[src/rtl/mac_unit_if.sv]
// Register-side bus of the multiply-accumulate peripheral: operand words, control word,
// result and completion interrupt.
interface mac_unit_if #(
    parameter int LANES = 4,
    parameter int ACC_W = 16
);
    logic [8*LANES-1:0] MAC_INA;
    logic [8*LANES-1:0] MAC_INB;
    logic [7:0]         MAC_CTRL;
    logic [ACC_W-1:0]   MAC_OUT;
    logic               IRQ_MAC;

    modport master (
        output MAC_INA,
        output MAC_INB,
        output MAC_CTRL,
        input  MAC_OUT,
        input  IRQ_MAC
    );

    modport slave (
        input  MAC_INA,
        input  MAC_INB,
        input  MAC_CTRL,
        output MAC_OUT,
        output IRQ_MAC
    );
endinterface

[src/rtl/mac_unit.sv]
// Sequential lane-wise 8x8 dot-product engine: one multiply per clock into a 16-bit accumulator,
// one-cycle IRQ on completion. Define MAC_SAT_EN to clamp after every step instead of wrapping.
module mac_unit #(
    parameter int LANES = 4,
    parameter int ACC_W = 16
) (
    input  logic      clk,
    input  logic      reset,
    mac_unit_if.slave bus
);
    localparam int OPW   = 8 * LANES;
    localparam int SUM_W = ACC_W + 2;

    typedef enum logic [1:0] {
        ST_IDLE = 2'd0,
        ST_RUN  = 2'd1,
        ST_DONE = 2'd2
    } state_t;

    state_t             state_r;
    state_t             state_nxt_s;

    logic [OPW-1:0]     a_r;
    logic [OPW-1:0]     b_r;
    logic [1:0]         lane_cnt_r;
    logic               signed_r;
    logic               irq_en_r;
    logic [ACC_W-1:0]   acc_r;
    logic [1:0]         lane_idx_r;
    logic               start_prev_r;
    logic [ACC_W-1:0]   mac_out_r;
    logic               irq_r;

    logic [OPW-1:0]     a_nxt_s;
    logic [OPW-1:0]     b_nxt_s;
    logic [1:0]         lane_cnt_nxt_s;
    logic               signed_nxt_s;
    logic               irq_en_nxt_s;
    logic [ACC_W-1:0]   acc_nxt_s;
    logic [1:0]         lane_idx_nxt_s;
    logic [ACC_W-1:0]   mac_out_nxt_s;
    logic               irq_nxt_s;

    logic               en_s;
    logic               start_s;
    logic [1:0]         last_lane_s;
    logic [7:0]         a_lane_s;
    logic [7:0]         b_lane_s;
    logic signed [SUM_W-1:0] a_ext_s;
    logic signed [SUM_W-1:0] b_ext_s;
    logic signed [SUM_W-1:0] prod_s;
    logic signed [SUM_W-1:0] acc_ext_s;
    logic signed [SUM_W-1:0] sum_s;
    logic [ACC_W-1:0]   acc_step_s;
    logic               ctrl_unused_s;

    // Clamp a widened sum into the signed or unsigned accumulator range.
    function automatic logic [ACC_W-1:0] clamp_acc(input logic signed [SUM_W-1:0] sum,
                                                   input logic is_signed);
        logic signed [SUM_W-1:0] hi;
        logic signed [SUM_W-1:0] lo;
        if (is_signed) begin
            hi = {2'b00, 1'b0, {(ACC_W-1){1'b1}}};
            lo = {2'b11, 1'b1, {(ACC_W-1){1'b0}}};
        end else begin
            hi = {2'b00, {ACC_W{1'b1}}};
            lo = {SUM_W{1'b0}};
        end
        if (sum > hi) begin
            clamp_acc = hi[ACC_W-1:0];
        end else if (sum < lo) begin
            clamp_acc = lo[ACC_W-1:0];
        end else begin
            clamp_acc = sum[ACC_W-1:0];
        end
    endfunction

    assign en_s          = bus.MAC_CTRL[7];
    assign ctrl_unused_s = bus.MAC_CTRL[6];
    assign start_s       = bus.MAC_CTRL[1] & ~start_prev_r & en_s & (state_r == ST_IDLE);

    // Lane-count code 00 means all four lanes, so the last index is simply code-1 modulo 4.
    assign last_lane_s = lane_cnt_r - 2'd1;

    assign a_lane_s  = a_r[{lane_idx_r, 3'b000} +: 8];
    assign b_lane_s  = b_r[{lane_idx_r, 3'b000} +: 8];
    assign a_ext_s   = {{(SUM_W-8){signed_r & a_lane_s[7]}}, a_lane_s};
    assign b_ext_s   = {{(SUM_W-8){signed_r & b_lane_s[7]}}, b_lane_s};
    assign prod_s    = a_ext_s * b_ext_s;
    assign acc_ext_s = {{(SUM_W-ACC_W){signed_r & acc_r[ACC_W-1]}}, acc_r};
    assign sum_s     = acc_ext_s + prod_s;

`ifdef MAC_SAT_EN
    assign acc_step_s = clamp_acc(sum_s, signed_r);
`else
    logic [SUM_W-ACC_W-1:0] sum_unused_s;
    assign sum_unused_s = sum_s[SUM_W-1:ACC_W];
    assign acc_step_s   = sum_s[ACC_W-1:0];
`endif

    // FSM state register.
    always_ff @(posedge clk or negedge reset) begin
        if (!reset) begin
            state_r <= ST_IDLE;
        end else begin
            state_r <= state_nxt_s;
        end
    end

    // FSM next-state logic; dropping EN aborts from any state.
    always_comb begin
        state_nxt_s = state_r;
        if (!en_s) begin
            state_nxt_s = ST_IDLE;
        end else begin
            case (state_r)
                ST_IDLE: begin
                    if (start_s) begin
                        state_nxt_s = ST_RUN;
                    end else begin
                        state_nxt_s = ST_IDLE;
                    end
                end
                ST_RUN: begin
                    if (lane_idx_r == last_lane_s) begin
                        state_nxt_s = ST_DONE;
                    end else begin
                        state_nxt_s = ST_RUN;
                    end
                end
                ST_DONE: state_nxt_s = ST_IDLE;
                default: state_nxt_s = ST_IDLE;
            endcase
        end
    end

    // FSM output logic: next values for the operand latches, accumulator and outputs.
    always_comb begin
        a_nxt_s        = a_r;
        b_nxt_s        = b_r;
        lane_cnt_nxt_s = lane_cnt_r;
        signed_nxt_s   = signed_r;
        irq_en_nxt_s   = irq_en_r;
        acc_nxt_s      = acc_r;
        lane_idx_nxt_s = lane_idx_r;
        mac_out_nxt_s  = mac_out_r;
        irq_nxt_s      = 1'b0;
        if (!en_s) begin
            lane_idx_nxt_s = 2'd0;
        end else begin
            case (state_r)
                ST_IDLE: begin
                    if (start_s) begin
                        a_nxt_s        = bus.MAC_INA;
                        b_nxt_s        = bus.MAC_INB;
                        lane_cnt_nxt_s = bus.MAC_CTRL[5:4];
                        signed_nxt_s   = bus.MAC_CTRL[3];
                        irq_en_nxt_s   = bus.MAC_CTRL[0];
                        acc_nxt_s      = bus.MAC_CTRL[2] ? mac_out_r : {ACC_W{1'b0}};
                        lane_idx_nxt_s = 2'd0;
                    end else begin
                        lane_idx_nxt_s = lane_idx_r;
                    end
                end
                ST_RUN: begin
                    acc_nxt_s      = acc_step_s;
                    lane_idx_nxt_s = lane_idx_r + 2'd1;
                end
                ST_DONE: begin
                    mac_out_nxt_s = acc_r;
                    irq_nxt_s     = irq_en_r;
                end
                default: begin
                    lane_idx_nxt_s = 2'd0;
                end
            endcase
        end
    end

    // Datapath and output registers.
    always_ff @(posedge clk or negedge reset) begin
        if (!reset) begin
            a_r          <= {OPW{1'b0}};
            b_r          <= {OPW{1'b0}};
            lane_cnt_r   <= 2'd0;
            signed_r     <= 1'b0;
            irq_en_r     <= 1'b0;
            acc_r        <= {ACC_W{1'b0}};
            lane_idx_r   <= 2'd0;
            start_prev_r <= 1'b0;
            mac_out_r    <= {ACC_W{1'b0}};
            irq_r        <= 1'b0;
        end else begin
            a_r          <= a_nxt_s;
            b_r          <= b_nxt_s;
            lane_cnt_r   <= lane_cnt_nxt_s;
            signed_r     <= signed_nxt_s;
            irq_en_r     <= irq_en_nxt_s;
            acc_r        <= acc_nxt_s;
            lane_idx_r   <= lane_idx_nxt_s;
            start_prev_r <= bus.MAC_CTRL[1];
            mac_out_r    <= mac_out_nxt_s;
            irq_r        <= irq_nxt_s;
        end
    end

    assign bus.MAC_OUT = mac_out_r;
    assign bus.IRQ_MAC = irq_r;
endmodule

[src/flat_wrapper.sv]
// flat-port wrapper written by rule: the top's interface ports become plain ports
module mac_unit_flat 
#(
    parameter int LANES = 4,
    parameter int ACC_W = 16
)
  (clk, reset, bus_MAC_INA, bus_MAC_INB, bus_MAC_CTRL, bus_MAC_OUT, bus_IRQ_MAC);
  mac_unit_if #(.LANES(LANES), .ACC_W(ACC_W)) bus_i ();
  input  logic clk;
  input  logic reset;
  input wire logic [$bits(bus_i.MAC_INA)-1:0] bus_MAC_INA;
  input wire logic [$bits(bus_i.MAC_INB)-1:0] bus_MAC_INB;
  input wire logic [$bits(bus_i.MAC_CTRL)-1:0] bus_MAC_CTRL;
  output wire logic [$bits(bus_i.MAC_OUT)-1:0] bus_MAC_OUT;
  output wire logic [$bits(bus_i.IRQ_MAC)-1:0] bus_IRQ_MAC;
  assign bus_i.MAC_INA = bus_MAC_INA;
  assign bus_i.MAC_INB = bus_MAC_INB;
  assign bus_i.MAC_CTRL = bus_MAC_CTRL;
  assign bus_MAC_OUT = bus_i.MAC_OUT;
  assign bus_IRQ_MAC = bus_i.IRQ_MAC;
  mac_unit #(.LANES(LANES), .ACC_W(ACC_W)) u_core (.clk(clk), .reset(reset), .bus(bus_i));
endmodule
[config.mk]
export PLATFORM = sky130hd
export DESIGN_NAME = mac_unit_flat
export DESIGN_NICKNAME = d
export VERILOG_FILES = /design/src/rtl/mac_unit_if.sv /design/src/rtl/mac_unit.sv /design/src/flat_wrapper.sv
export SDC_FILE = /design/constraint.sdc
export NUM_CORES = 1
export LEC_CHECK = 0
export BUFFER_PORTS_ARGS = -buffer_cell sky130_fd_sc_hd__buf_4
export CAP_MARGIN = 20
export CORE_UTILIZATION = 31
export CTS_CLUSTER_SIZE = 24
export DETAILED_ROUTE_END_ITERATION = 8
export PLACE_DENSITY = 0.44
export SLEW_MARGIN = 20
export SYNTH_ARGS = -nofsm -noshare
export SYNTH_HDL_FRONTEND = slang
export SYNTH_SLANG_ARGS = --single-unit
[constraint.sdc]
create_clock -name clk -period 9.5 [get_ports clk]
set_input_delay 1.9 -clock clk [delete_from_list [all_inputs] [get_ports clk]]
set_output_delay 1.9 -clock clk [all_outputs]
set_load 0.01 [all_outputs]
Word level (Yosys, flattened, before mapping)
Index checks and enable logic that the tools add are counted.
{"block": "word_totals", "word_cells": 47, "in_bits": 74, "ff_bits": 106, "out_inout_bits": 17}
{"block": "classes", "n_addsub": 3, "shift": 2, "mul": 1, "n_eq_ne": 6, "reduce_logical": 6, "mux": 12, "bitwise_logic": 6}
{"cell": "32-bit by 6-bit variable part select with 8-bit output", "count": 2}
{"cell": "16-bit two-way mux", "count": 2}
{"cell": "16-bit case mux with 2 select lines", "count": 1}
{"cell": "16-bit adder", "count": 1}
{"cell": "9-bit by 9-bit multiplier with 16-bit output", "count": 1}
{"cell": "2-bit two-way mux", "count": 4}
{"cell": "2-bit case mux with 3 select lines", "count": 1}
{"cell": "3-bit AND reduction", "count": 2}
{"cell": "1-bit AND", "count": 5}
{"cell": "2-bit case mux with 2 select lines", "count": 1}
{"cell": "2-bit AND reduction", "count": 2}
{"cell": "1-bit two-way mux", "count": 3}
{"cell": "3-bit by 2-bit inequality test with 1-bit output, second input constant", "count": 1}
{"cell": "2-bit by 1-bit adder with 2-bit output, second input constant", "count": 1}
{"cell": "2-bit by 1-bit == test with 1-bit output, second input constant", "count": 1}
{"cell": "2-bit == test", "count": 1}
{"cell": "2-bit == test, second input constant", "count": 1}
{"cell": "2-bit logical NOT", "count": 1}
{"cell": "2-bit by 1-bit inequality test with 1-bit output, second input constant", "count": 1}
{"cell": "2-bit inequality test, second input constant", "count": 1}
{"cell": "2-bit nonzero test", "count": 1}
{"cell": "2-bit by 1-bit subtractor with 2-bit output, second input constant", "count": 1}
{"cell": "1-bit NOT", "count": 1}

Logic depth before layout (Yosys ltp)
{"block": "logic_depth", "word_depth": 7, "depth_mapped": 22, "ltp_nobuf": 20}

Worst setup path after synthesis
OpenSTA, ideal clock, no wires.
{"block": "synth_path", "kind": "register to register", "start": "register u_core.lane_idx_r[0]", "end": "register u_core.acc_r[14]", "setup_slack_ps": 3782, "required_ps": 9354, "arrival_ps": 5572, "stages_incl_launch_ff": 21, "path_buffers": 2, "period_less_slack_ps": 5718, "cell_sequence": "dfrtp_1 > buf_6 > buf_2 > mux4_2 > and2_1 > fa_1 > inv_1 > fa_1 > inv_1 > fa_1 > fa_1 > inv_1 > fa_1 > inv_1 > ha_1 > a21o_1 > nor3_1 > o21ai_0 > a41o_1 > a21oi_1 > o311ai_0"}
{"block": "synth_between", "elab_chain_len": 5, "elab_cells_between_ends": 7, "classes_between": "1 x add/sub; 1 x mul; 2 x shift; 1 x mux; 2 x bitwise"}
{"element": "start: declaration", "line": "mac_unit.sv:29", "rtl": "logic [1:0] lane_idx_r;"}
{"element": "start signal: assignment", "line": "mac_unit.sv:200", "rtl": "lane_idx_r <= lane_idx_nxt_s;"}
{"element": "32-bit by 6-bit variable part select with 8-bit output, on equally long branches", "line": "mac_unit.sv:85, mac_unit.sv:86"}
{"element": "1-bit AND, on equally long branches", "line": "mac_unit.sv:87, mac_unit.sv:88"}
{"element": "9-bit by 9-bit multiplier with 16-bit output *", "line": "mac_unit.sv:89", "rtl": "assign prod_s = a_ext_s * b_ext_s;"}
{"element": "16-bit adder *", "line": "mac_unit.sv:91", "rtl": "assign sum_s = acc_ext_s + prod_s;"}
{"element": "16-bit case mux with 2 select lines *", "line": "mac_unit.sv:151", "rtl": "case (state_r)"}
{"element": "end signal: assignment", "line": "mac_unit.sv:188", "rtl": "acc_r <= {ACC_W{1'b0}};"}
{"element": "end signal: assignment", "line": "mac_unit.sv:199", "rtl": "acc_r <= acc_nxt_s;"}
{"element": "end: declaration", "line": "mac_unit.sv:28", "rtl": "logic [ACC_W-1:0] acc_r;"}
Mark *: on every way between the ends. The rest lies on a longest branch, timed or not.
A chain may end at the register's enable or synchronous reset.

Worst setup path after layout
Same ends and word-level chain as after synthesis.

==> results.py <==
metrics = {
    "run_status": {
        "status": "finished clean",
    },
    "logic_synthesis": {
        "synth_common_cells": "inv_1 (110), dfrtp_1 (106), mux2_2 (81)",
        "yosysSeqAreaShare_pct": 34.3,
        "synth_top_area_cell": "dfrtp_1",
        "synth_flop_cell": "dfrtp_1",
        "ys_types": 38,
        "syn_area_um2": 7730,
        "synth-edff-count": 0,
        "synthArstFlopShare_pct": 100,
        "yosysWarnings": 0,
        "synthCells": 683,
        "avgSynthCellArea_um2": 11.3,
        "yosys.cell_count.top_type": "inv_1",
        "yosys-top-cells-area": "dfrtp_1 (34%), fa_1 (19%), mux2_2 (12%)",
        "synth_nets": 874,
        "yosysTopAreaCellShare_pct": 34.3,
        "synth-seq-cells": 106,
    },
    "critical_path": {
        "r2r_end": "u_core.acc_r[14]",
        "reg2reg_slack_ns": 2.93,
        "worstSetupStartpoint": "u_core.lane_idx_r[0]",
        "cp-start-kind": "flop",
        "r2r-start": "u_core.lane_idx_r[0]",
        "worstPathMaxFanout": 12,
        "critical_path_arrival_ns": 6.78,
        "path_class": "reg -> reg",
        "critical_path_required_ns": 9.71,
        "r2r_cells": 19,
        "worst_setup_path_end_kind": "flop",
        "crit_end": "u_core.acc_r[14]",
    },
    "finish": {
        "nets": 959,
        "area_delta_synth_final_pct": 17.4,
        "layout-drive-gt1-share_pct": 27.2,
        "antenna_cells": 0,
    },
    "routing": {
        "vias": 4977,
        "top_layer": "met4",
        "met1Wirelength_um": 8210,
        "firstDrtPassIters": 4,
        "drt_iter0_drc": 148,
        "met3_length_um": 964,
        "avgRoutedWirePerCell_um": 15.5,
        "met2_length_um": 7620,
        "via_per_inst": 4.54,
        "wl_um": 17000,
        "ant_nets": 0,
        "drc_errors": 0,
    },
    "timing": {
        "final_hold_viol_count": 0,
        "period_minus_slack_ns": 6.57,
        "tns_ns": 0,
        "fin_hold_ws_ns": 0.497,
        "maxSlewViolCount": 0,
        "tightest_slew_ns": 0.922,
        "setup_viol": 0,
        "slew_headroom_pct": 38.5,
        "fin_skew_ns": 0.0129,
        "fmax_ghz": 0.152,
        "rsz0062_at_grt": "false",
        "post-route-period-util_pct": 69.1,
    },
    "floorplan": {
        "coreArea_um2": 24400,
        "rows": 57,
        "die_y_um": 160,
        "initial_core_util_pct": 31.7,
        "io-pin-count": 91,
        "die_area_um2": 25600,
        "die_x_um": 160,
    },
    "global_routing": {
        "grt_pass1_wl_um": 28900,
        "grt_util_all_layers_pct": 14.4,
        "grt_max_degree": 74,
        "grt_pass1_vias": 5547,
        "antenna_found_initial": 0,
        "grt_overflow": 0,
    },
    "clock_network": {
        "cts_hold_repair.buffers": 0,
        "cts_max_level": 3,
        "clockBufferDepth": 2,
        "path_clk_slew_ns": 0.08,
        "cts_root_buffer": "clkbuf_16",
        "numCtsBuffers": 9,
        "cts_tree": "yes",
        "clk_latency_ns": 0.36,
        "post_cts_buffers": 0,
        "ctsResizeCount": 0,
        "cts_num_sinks": 106,
    },
    "placed_design": {
        "finalWeightedCongestion": 0.759,
        "portBuffers": 89,
        "dp_hpwl_um": 13300,
    },
    "min_path": {
        "holdCritPathClass": "reg -> reg",
    },
    "run": {
        "drv_cap": 0,
    },
}
==> how the worst min path moves through the flow <==
stage	to	cells past startpoint	start
global route	u_core.b_r[3]	1	u_core.b_r[3]
global placement	u_core.bus.IRQ_MAC	2	u_core.irq_en_r
finish	u_core.bus.IRQ_MAC	2	u_core.irq_en_r
floorplan	u_core.bus.IRQ_MAC	2	u_core.irq_en_r
CTS	u_core.bus.IRQ_MAC	2	u_core.irq_en_r
detailed placement	u_core.bus.IRQ_MAC	2	u_core.irq_en_r
==> placed cells by master, fill, tap and decap left out, types with 2 or more instances in the layout <==
cell type and instances:
a21o_1 4, a21oi_1 13, a221oi_1 2, a31oi_1 11
and2_1 29, and3_1 3, buf_4 95, clkbuf_16 9
clkinv_8 2, dfrtp_1 106, fa_1 74, ha_1 43
inv_1 110, inv_6 3, mux2_2 81, mux4_2 15
nand2_1 66, nand2b_1 5, nand3_1 10, nand3b_1 2
nor2_1 23, nor2b_1 7, nor3_1 3, o211ai_1 3
o21a_1 2, o21ai_0 12, o21bai_1 2, o22ai_1 2
o311ai_0 2, xnor2_1 18, xor2_1 5
==> metrics by stage <==
step / setup WS [ns] / instances / area [um2] / util, %
finish: 2.93 / 1097 / 9070 / 37.2
global placement: 2.95 / 1080 / 8750 / 35.9
global route: 2.52 / 1097 / 9070 / 37.2
CTS: 2.87 / 1096 / 9050 / 37.1
detailed placement: 2.89 / 1080 / 8750 / 35.9
floorplan: 3.78 / 683 / 7730 / -
==> cell families (layout without fill, tap and decap cells) <==
| group | Yosys count | count (layout) | share of synthesized area (%) |
|---|---|---|---|
| and+or+nand+nor | 153 | 153 | 9.38 |
| buffers and inverters | 132 | 222 | 6.62 |
| adders and majority gates | 117 | 117 | 26.1 |
| DFF | 106 | 106 | 34.3 |
| muxes | 97 | 97 | 16.5 |
| AOI/OAI and AO/OA | 55 | 55 | 4.42 |
| xor gates and xnor gates | 23 | 23 | 2.61 |
==> registers in the layout, indices dropped and copies added (netlist names) <==
| name | count |
|---|---|
| u_core.acc_r | 16 |
| u_core.lane_idx_r | 2 |
| u_core.bus.IRQ_MAC | 1 |
| u_core.lane_cnt_r | 2 |
| u_core.start_prev_r | 1 |
| u_core.b_r | 32 |
| u_core.signed_r | 1 |
| u_core.irq_en_r | 1 |
| u_core.bus.MAC_OUT | 16 |
| u_core.state_r | 2 |
| u_core.a_r | 32 |
==> critical path: stages (launching register included) <==
cell and delay [ns]:
dfrtp_1 0.75, buf_4 0.38, mux4_2 0.68, nand2_1 0.32
or2_2 0.19, fa_1 0.42, fa_1 0.49, inv_1 0.05
fa_1 0.45, fa_1 0.49, inv_1 0.05, fa_1 0.47
inv_1 0.04, ha_1 0.34, a21o_1 0.19, nor3_1 0.18
o21ai_0 0.21, a41o_1 0.31, a21oi_1 0.22, o311ai_0 0.17
==> layout make-up <==
| class | instances | area, um2 |
|---|---|---|
| repair buffers | 96 | 733 |
| well taps | 324 | 405 |
| fillers | 2461 | 15300 |
| clock buffers | 9 | 225 |
| flip-flops and latches | 106 | 2650 |
| multi-input cells | 445 | 4570 |
| inverters | 110 | 413 |
| clock inverters | 7 | 72.6 |
==> layer usage <==
| metal | global-route usage, % | up-vias |
|---|---|---|
| met1 | 19.7 | 2484 |
| met5 | 0 | - |
| met2 | 22.6 | 89 |
| met4 | 3.38 | 0 |
| met3 | 4.00 | 10 |
| li1 | - | 2394 |
Power is left out: the tool's default activity adds up to more than one toggle a clock period on the data nets, which glitch-free logic cannot reach.
